<file path="src/rtl/bp_pkg.sv">
// bp_pkg: shared types for the branch resolver.
//   pred_meta_t : prediction record carried alongside F->D->E
//   upd_t       : registered training packet sent back to the predictor
package bp_pkg;

  localparam int INDEX_BITS_DEF = 2;

  typedef struct packed {
    logic        valid;
    logic        pred_taken;
    logic [31:0] pred_target;
    logic [31:0] pc;
  } pred_meta_t;

  // Holds PC[31:2]; index/tag are split out at the top level so the packet
  // layout does not depend on INDEX_BITS.
  typedef struct packed {
    logic        valid;
    logic        taken;
    logic [31:0] target;
    logic [29:0] line;
  } upd_t;

endpackage

</file>
<file path="src/rtl/bp_meta_stage.sv">
// bp_meta_stage: one pipeline register for a prediction record.
//   i_kill  : bubble the record (highest priority)
//   i_stall : hold current record
//   i_meta  : record to load when neither kill nor stall
//   o_meta  : registered record
module bp_meta_stage
  import bp_pkg::*;
(
  input  logic       i_clk,
  input  logic       i_rst,
  input  logic       i_kill,
  input  logic       i_stall,
  input  pred_meta_t i_meta,
  output pred_meta_t o_meta
);

  pred_meta_t meta_d, meta_q;

  always_comb begin
    meta_d = meta_q;
    if (i_kill)        meta_d = '0;
    else if (!i_stall) meta_d = i_meta;
  end

  always_ff @(posedge i_clk or posedge i_rst) begin
    if (i_rst) meta_q <= '0;
    else       meta_q <= meta_d;
  end

  assign o_meta = meta_q;

endmodule

</file>
<file path="src/rtl/branch_resolver.sv">
// branch_resolver: carries fetch-side predictions to E, checks them against
// the actual control-flow outcome, and requests a redirect on mismatch.
// A registered training packet follows each resolved conditional branch,
// and saturating counters track resolved control instructions/mispredicts.
//   i_PCF/i_predTakenF/i_predTargetF : fetch PC and its prediction
//   i_stallD/i_flushD/i_stallE/i_flushE : pipeline control for D/E records
//   i_branchE/i_JumpE/i_pc_selE/i_TargetE/i_PCPlus4E : actual E outcome
//   i_cntClear : synchronous counter clear
//   o_mispredict/o_redirectPC : combinational redirect
//   o_upd* : one-cycle training pulse, zero when not valid
//   o_branchCount/o_mispredCount : performance counters
module branch_resolver
  import bp_pkg::*;
#(
  parameter int INDEX_BITS = INDEX_BITS_DEF,
  parameter int CNT_W      = 32
) (
  input  logic                   i_clk,
  input  logic                   i_rst,
  input  logic [31:0]            i_PCF,
  input  logic                   i_predTakenF,
  input  logic [31:0]            i_predTargetF,
  input  logic                   i_stallD,
  input  logic                   i_flushD,
  input  logic                   i_stallE,
  input  logic                   i_flushE,
  input  logic                   i_branchE,
  input  logic                   i_JumpE,
  input  logic                   i_pc_selE,
  input  logic [31:0]            i_TargetE,
  input  logic [31:0]            i_PCPlus4E,
  input  logic                   i_cntClear,
  output logic                   o_mispredict,
  output logic [31:0]            o_redirectPC,
  output logic                   o_updValid,
  output logic [INDEX_BITS-1:0]  o_updIndex,
  output logic [29-INDEX_BITS:0] o_updTag,
  output logic                   o_updTaken,
  output logic [31:0]            o_updTarget,
  output logic [CNT_W-1:0]       o_branchCount,
  output logic [CNT_W-1:0]       o_mispredCount
);

  pred_meta_t meta_fch, meta_dec, meta_exe;
  logic       resolve, ctl, act_taken, mispredict;

  assign meta_fch = '{valid: 1'b1, pred_taken: i_predTakenF,
                      pred_target: i_predTargetF, pc: i_PCF};

  // A mispredict squashes both younger records even if they are stalled.
  bp_meta_stage u_stage_dec (
    .i_clk   (i_clk),
    .i_rst   (i_rst),
    .i_kill  (mispredict | i_flushD),
    .i_stall (i_stallD),
    .i_meta  (meta_fch),
    .o_meta  (meta_dec)
  );

  bp_meta_stage u_stage_exe (
    .i_clk   (i_clk),
    .i_rst   (i_rst),
    .i_kill  (mispredict | i_flushE),
    .i_stall (i_stallE),
    .i_meta  (meta_dec),
    .o_meta  (meta_exe)
  );

  // Resolving only in the unstalled cycle makes each record count once.
  assign resolve   = meta_exe.valid & ~i_stallE;
  assign ctl       = i_branchE | i_JumpE;
  assign act_taken = i_JumpE | (i_branchE & i_pc_selE);

  // Non-control instructions look not-taken, so an aliased taken
  // prediction on them mispredicts back to the fall-through PC.
  assign mispredict = resolve &
                      ((act_taken != meta_exe.pred_taken) |
                       (act_taken & meta_exe.pred_taken &
                        (meta_exe.pred_target != i_TargetE)));

  assign o_mispredict = mispredict;
  assign o_redirectPC = mispredict ? (act_taken ? i_TargetE : i_PCPlus4E) : 32'h0;

  // Training packet: conditional branches only; jumps need no direction state.
  upd_t upd_d, upd_q;

  always_comb begin
    upd_d = '0;
    if (resolve && i_branchE) begin
      upd_d.valid  = 1'b1;
      upd_d.taken  = i_pc_selE;
      upd_d.target = i_TargetE;
      upd_d.line   = meta_exe.pc[31:2];
    end
  end

  always_ff @(posedge i_clk or posedge i_rst) begin
    if (i_rst) upd_q <= '0;
    else       upd_q <= upd_d;
  end

  assign o_updValid  = upd_q.valid;
  assign o_updTaken  = upd_q.taken;
  assign o_updTarget = upd_q.target;
  assign o_updIndex  = upd_q.line[INDEX_BITS-1:0];
  assign o_updTag    = upd_q.line[29:INDEX_BITS];

  // Byte-offset bits of the PC take no part in index or tag.
  logic unused_pc_lsbs;
  assign unused_pc_lsbs = ^meta_exe.pc[1:0];

  logic [CNT_W-1:0] br_cnt_d, br_cnt_q, mp_cnt_d, mp_cnt_q;

  always_comb begin
    br_cnt_d = br_cnt_q;
    mp_cnt_d = mp_cnt_q;
    if (i_cntClear) begin
      br_cnt_d = '0;
      mp_cnt_d = '0;
    end else begin
      if (resolve && ctl && (br_cnt_q != '1)) br_cnt_d = br_cnt_q + CNT_W'(1);
      if (mispredict && (mp_cnt_q != '1))     mp_cnt_d = mp_cnt_q + CNT_W'(1);
    end
  end

  always_ff @(posedge i_clk or posedge i_rst) begin
    if (i_rst) begin
      br_cnt_q <= '0;
      mp_cnt_q <= '0;
    end else begin
      br_cnt_q <= br_cnt_d;
      mp_cnt_q <= mp_cnt_d;
    end
  end

  assign o_branchCount  = br_cnt_q;
  assign o_mispredCount = mp_cnt_q;

endmodule

</file>
<file path="config.mk">
export PLATFORM = sky130hd
export DESIGN_NAME = branch_resolver
export DESIGN_NICKNAME = d
export VERILOG_FILES = /design/src/rtl/bp_pkg.sv /design/src/rtl/bp_meta_stage.sv /design/src/rtl/branch_resolver.sv
export SDC_FILE = /design/constraint.sdc
export NUM_CORES = 1
export LEC_CHECK = 0
export BUFFER_PORTS_ARGS = -buffer_cell sky130_fd_sc_hd__buf_2
export CORE_AREA = 5 5 150 209
export DETAILED_ROUTE_END_ITERATION = 10
export DIE_AREA = 0 0 155 214
export PLACE_DENSITY = 0.58
export SLEW_MARGIN = 20
export SYNTH_ARGS = -nofsm -noshare
export SYNTH_HDL_FRONTEND = slang
export SYNTH_SLANG_ARGS = --single-unit
</file>
<file path="constraint.sdc">
create_clock -name i_clk -period 11.2 [get_ports i_clk]
set_input_delay 2.24 -clock i_clk [delete_from_list [all_inputs] [get_ports i_clk]]
set_output_delay 2.24 -clock i_clk [all_outputs]
set_load 0.005 [all_outputs]
</file>
# Word level (Yosys, flattened, before mapping)
# Index checks and enable logic that the tools add are counted.
# word_totals
input_bits	139
out_inout_bits	161
ff_bits	260
# op_classes
eq_ne	6
mux	11
n_reduce_logical	6
n_addsub	2
n_bitwise	11
# ops
operator	count
two-way mux 66 bit	4
two-way mux 32 bit	6
adder 32 x 1 -> 32 bit (second input constant)	2
two-way mux 64 bit	1
inequality test 32 bit (second input constant)	2
inequality test 32 bit	1
AND 1 bit	5
bitwise OR 1 bit	5
logical AND 1 bit	4
inequality test 2 x 1 -> 1 bit (second input constant)	2
nonzero test 2 bit	2
inequality test 1 bit	1
inverter 1 bit	1

# Longest topological paths before layout
# logic_depth
word_depth	9
depth_mapped	10
ltp_nobuf	8

# By module
# Synthesis repeated with hierarchy kept, for this count alone.
# hier_totals
hier_cells	1105
area_unflattened_um2	11862.6
# by_module_without_submodules
mod	cells_each	area_each_um2	n_inst
branch_resolver	677	6419.9	1
bp_meta_stage	214	2721.4	2

# Least setup slack after synthesis
# Ideal clock, no wire load.
# synth_path
path_kind	input-to-output
start	input port i_pc_selE
end	output port o_redirectPC[10]
cell_stages	8
slack_ns	4.943
t_required_ns	8.960
t_arrival_ns	4.017
cell_sequence	a21oi_1 > inv_1 > clkbuf_1 > ha_1 > nand3b_2 > nand2_2 > buf_1 > a21oi_1
# synth_via
elab_chain_cells	7
word_cells_on_any_way	9
classes_between	eq/ne: 1; mux: 2; bitwise: 6
# synth_lines
item	line	source
start, declared	branch_resolver.sv:29	input logic i_pc_selE,
AND 1 bit (*)	branch_resolver.sv:72	assign act_taken = i_JumpE | (i_branchE & i_pc_selE);
bitwise OR 1 bit (*)	branch_resolver.sv:72	
AND 1 bit (2 in series)	branch_resolver.sv:78	(act_taken & meta_exe.pred_taken &
bitwise OR 1 bit	branch_resolver.sv:77	((act_taken != meta_exe.pred_taken) |
AND 1 bit	branch_resolver.sv:76	assign mispredict = resolve &
two-way mux 32 bit (*)	branch_resolver.sv:82	assign o_redirectPC = mispredict ? (act_taken ? i_TargetE : i_PCPlus4E) : 32'h0;
end, declared	branch_resolver.sv:34	output logic [31:0] o_redirectPC,
# Mark *: on every way between the ends. The rest lies on a longest branch, timed or not.

# Worst setup path in the final report
# layout_path
start	input port i_branchE
end	output port o_mispredict
# layout_via
elab_chain_cells	6
word_cells_on_any_way	7
classes_between	eq/ne: 1; bitwise: 6
# layout_lines
item	line	source
start, declared	branch_resolver.sv:27	input logic i_branchE,
AND 1 bit (*)	branch_resolver.sv:72	
bitwise OR 1 bit (*)	branch_resolver.sv:72	
AND 1 bit (2 in series)	branch_resolver.sv:78	
bitwise OR 1 bit (*)	branch_resolver.sv:77	
AND 1 bit (*)	branch_resolver.sv:76	
end, declared	branch_resolver.sv:33	output logic o_mispredict,
# Marks and branches as above.

==> impl_metrics.tcl <==
set metrics [dict create \
    outcome "completed" \
    drc 0 \
    cts_setup_buffers 0 \
    fin_crit_ns 7.800 \
    clock.fmax_mhz 128.2 \
    synth_cells 1077 \
    dieArea_sq_mm 0.03317 \
    yosysSeqAreaShare_pct 55.81 \
    yosys_most_used_dff "dfrtp_1" \
    min_period_over_period_pct 69.64 \
    fin_util_pct 48.62 \
    hpwl_mm 22.65 \
    pin_count 300 \
    async_flop_share_pct 100.0 \
    rsz0062_at_grt "false" \
    hold_ws_ns 0.4982 \
    vias_per_cell 5.027 \
    first_global_vias 8872 \
    synth-edff-count 0 \
    crit_fanout 66 \
    antenna_found_initial 10 \
    cts_buffer_depth 3 \
    syn2layout_area_growth_pct 23.53 \
    cp.arrival_ns 5.56 \
    worst_ep_required_time_ns 8.96 \
    setup-tns-final_ns 0 \
    dpl_cell_area_sq_mm 0.01328 \
    critical_path_class "in2out" \
    syn_area_sq_mm 0.01148 \
    total_power_mw 2.025 \
    coreArea_sq_mm 0.02917 \
    met1_usage_pct 25.44 \
    chipHeight_um 214 \
    overflow 0 \
    hold_class "reg2reg" \
    critPathLaunchType "primary input" \
    h-tree-depth 1 \
    cts_num_sinks 256 \
    multi_input_area_sq_mm 0.004798 \
    numCtsBuffers 27 \
    first_pass_iters 5 \
    cts_root_buf "clkbuf_16" \
    grt_max_degree 126 \
    mappedNetlistNets 1219 \
    yosys.area.top_type "dfrtp_1" \
    drt_iter0_markers 472 \
    max_slew_margin_pct 27.33 \
    regArea_sq_mm 0.006406 \
    globalRouteMet2Util_pct 33.96 \
    setup_ws_ns 3.400 \
    clock_latency_ns 0.54 \
    fillers 2780 \
    instances_no_fill 1749 \
    start_util_pct 39.36 \
    maxCapViolCount 0 \
    dp_slack_ns 3.337 \
    grt_pass1_wl_mm 51.97 \
    grt.total_usage_pct 19.53 \
    rows 74 \
    drive_above_1_share_pct 27.65 \
    port_buffers 297 \
    max-vdd-ir-drop_mv 0.1316 \
    stdcell_area_sq_mm 0.01418 \
    totalWireLength_mm 33.34 \
    clkTransAtPathRegs_ns 0.06 \
    finalSetupViolations 0 \
    slew_viol_final 0 \
    ctsResizeCount 0 \
    r2r-start "u_stage_exe.o_meta[32]" \
    cts_tree "done" \
    power.leakage_nw 7.666 \
    avgRoutedWirePerCell_um 19.06 \
    synthTopCellsByArea "dfrtp_1 (56%), mux2i_1 (11%), nor2_1 (6.2%)" \
    hold_viol_final 0 \
    cts_hold_buffers 0 \
    place_congestion 0.8148 \
    ys_ff_latch 256 \
    end_kind "output port" \
    cp-startpoint "i_branchE" \
    use_met3_pct 3.856 \
    ant_nets 0 \
    post_synth_num_cell_types 49 \
    skew_ns 0.01097 \
    grt-busiest-layer "met2" \
    num-nets-final 1491 \
    via_count 8792 \
    min_from "u_stage_exe.o_meta[8]" \
    placed_cells 1700 \
    worst_pin_slew_ns 1.088 \
    cellPowerDensity_mw_per_mm2 142.8 \
    yosysWarnings 0 \
    syn_area_per_cell_sq_um 10.66 \
    die-width_um 155 \
    synth_top_area_share_pct 55.81 \
]
-- power breakdown --
part / leakage, nW / total (mW) / switching, mW / internal (mW)
clock: 0.437 / 0.904 / 0.365 / 0.539
sequential: 3.52 / 0.960 / 0.0124 / 0.948
combinational: 3.71 / 0.160 / 0.100 / 0.0595
-- worst max-delay path: stages --
cell      delay [ns]
buf_2           0.09
buf_4           0.30
a21oi_4         0.93
inv_1           0.16
ha_1            0.35
nand3b_2        0.36
nand2_2         0.77
inv_1           0.14
buf_2           0.17
-- worst paths after layout --
| path | endpoint | slack, ns | cells after the start |
|---|---|---|---|
| worst min-delay path | o_updTag[4] | 0.50 | 1 |
| worst max register to register | u_stage_exe.o_meta[5] | 8.10 | 8 |
| worst max-delay path | o_mispredict | 3.40 | 9 |
| min in group asynchronous | o_updTarget[28] | 1.85 | 2 |
| worst min register to register | o_updTag[4] | 0.50 | 1 |
| max in group asynchronous | u_stage_exe.o_meta[54] | 7.79 | 3 |
-- Yosys cell counts (all sizes together) (5+ instances only) --
cell,n
inv,8
and2,5
dfrtp,256
nand3,33
nor2,191
a21oi,42
mux2i,128
nand4,27
mux2,12
nand2,87
and4,10
xor2,31
or3,7
nor2b,14
nor3,9
nor4,7
xnor2,44
o21ai,6
and3,74
clkbuf,45
buf,19
-- routing by layer --
metal / routed length, um / vias to the layer above
met2: 16810 / 232
met4: 476 / 12
met3: 1971 / 42
met1: 14020 / 4310
met5: 64 / -
li1: - / 4196
-- sequential cells by signal, indices dropped and copies added (netlist names) --
signal and flops:
u_stage_exe.o_meta 64, o_updTaken 1, o_updTarget 32, o_updValid 1, o_branchCount 32, o_updIndex 2, o_updTag 28, o_mispredCount 32
u_stage_dec.o_meta 64
-- logic make-up after synthesis --
kind of cell / share of synthesized area [%]
xor+xnor: 5.723
mux: 12.34
simple gates: 20.37
compound gates: 2.834
fa+ha+maj: 0.3270
flops: 55.81
buf+inv: 2.594
-- layout by cell type (no fill, tap or decap), types with 3 or more instances in the layout --
cell	n
nor2b_1	13
and4_1	8
inv_1	7
ha_1	3
clkinv_2	3
clkbuf_1	6
buf_2	295
nor4_1	4
clkbuf_16	27
nor2_1	190
buf_4	12
mux2i_1	128
o21ai_0	4
mux2_2	8
and2_1	5
nor3_1	9
clkbuf_8	8
nand4_1	25
a21oi_1	41
mux2_1	4
xor2_1	31
dfrtp_1	256
nand2_1	85
nand3_1	31
xnor2_1	44
and3_1	74
or3_1	7
-- layout make-up --
type | instances | area share [%]
clock inverter | 6 | 0.5824
inverter | 8 | 0.2647
timing repair buffer | 307 | 11.05
antenna | 2 | 0.03530
sequential | 256 | 45.18
multi-input combinational | 749 | 33.84
clock buffer | 41 | 5.700
tap | 380 | 3.353
Note: power is estimated with default switching activity, not from simulation.
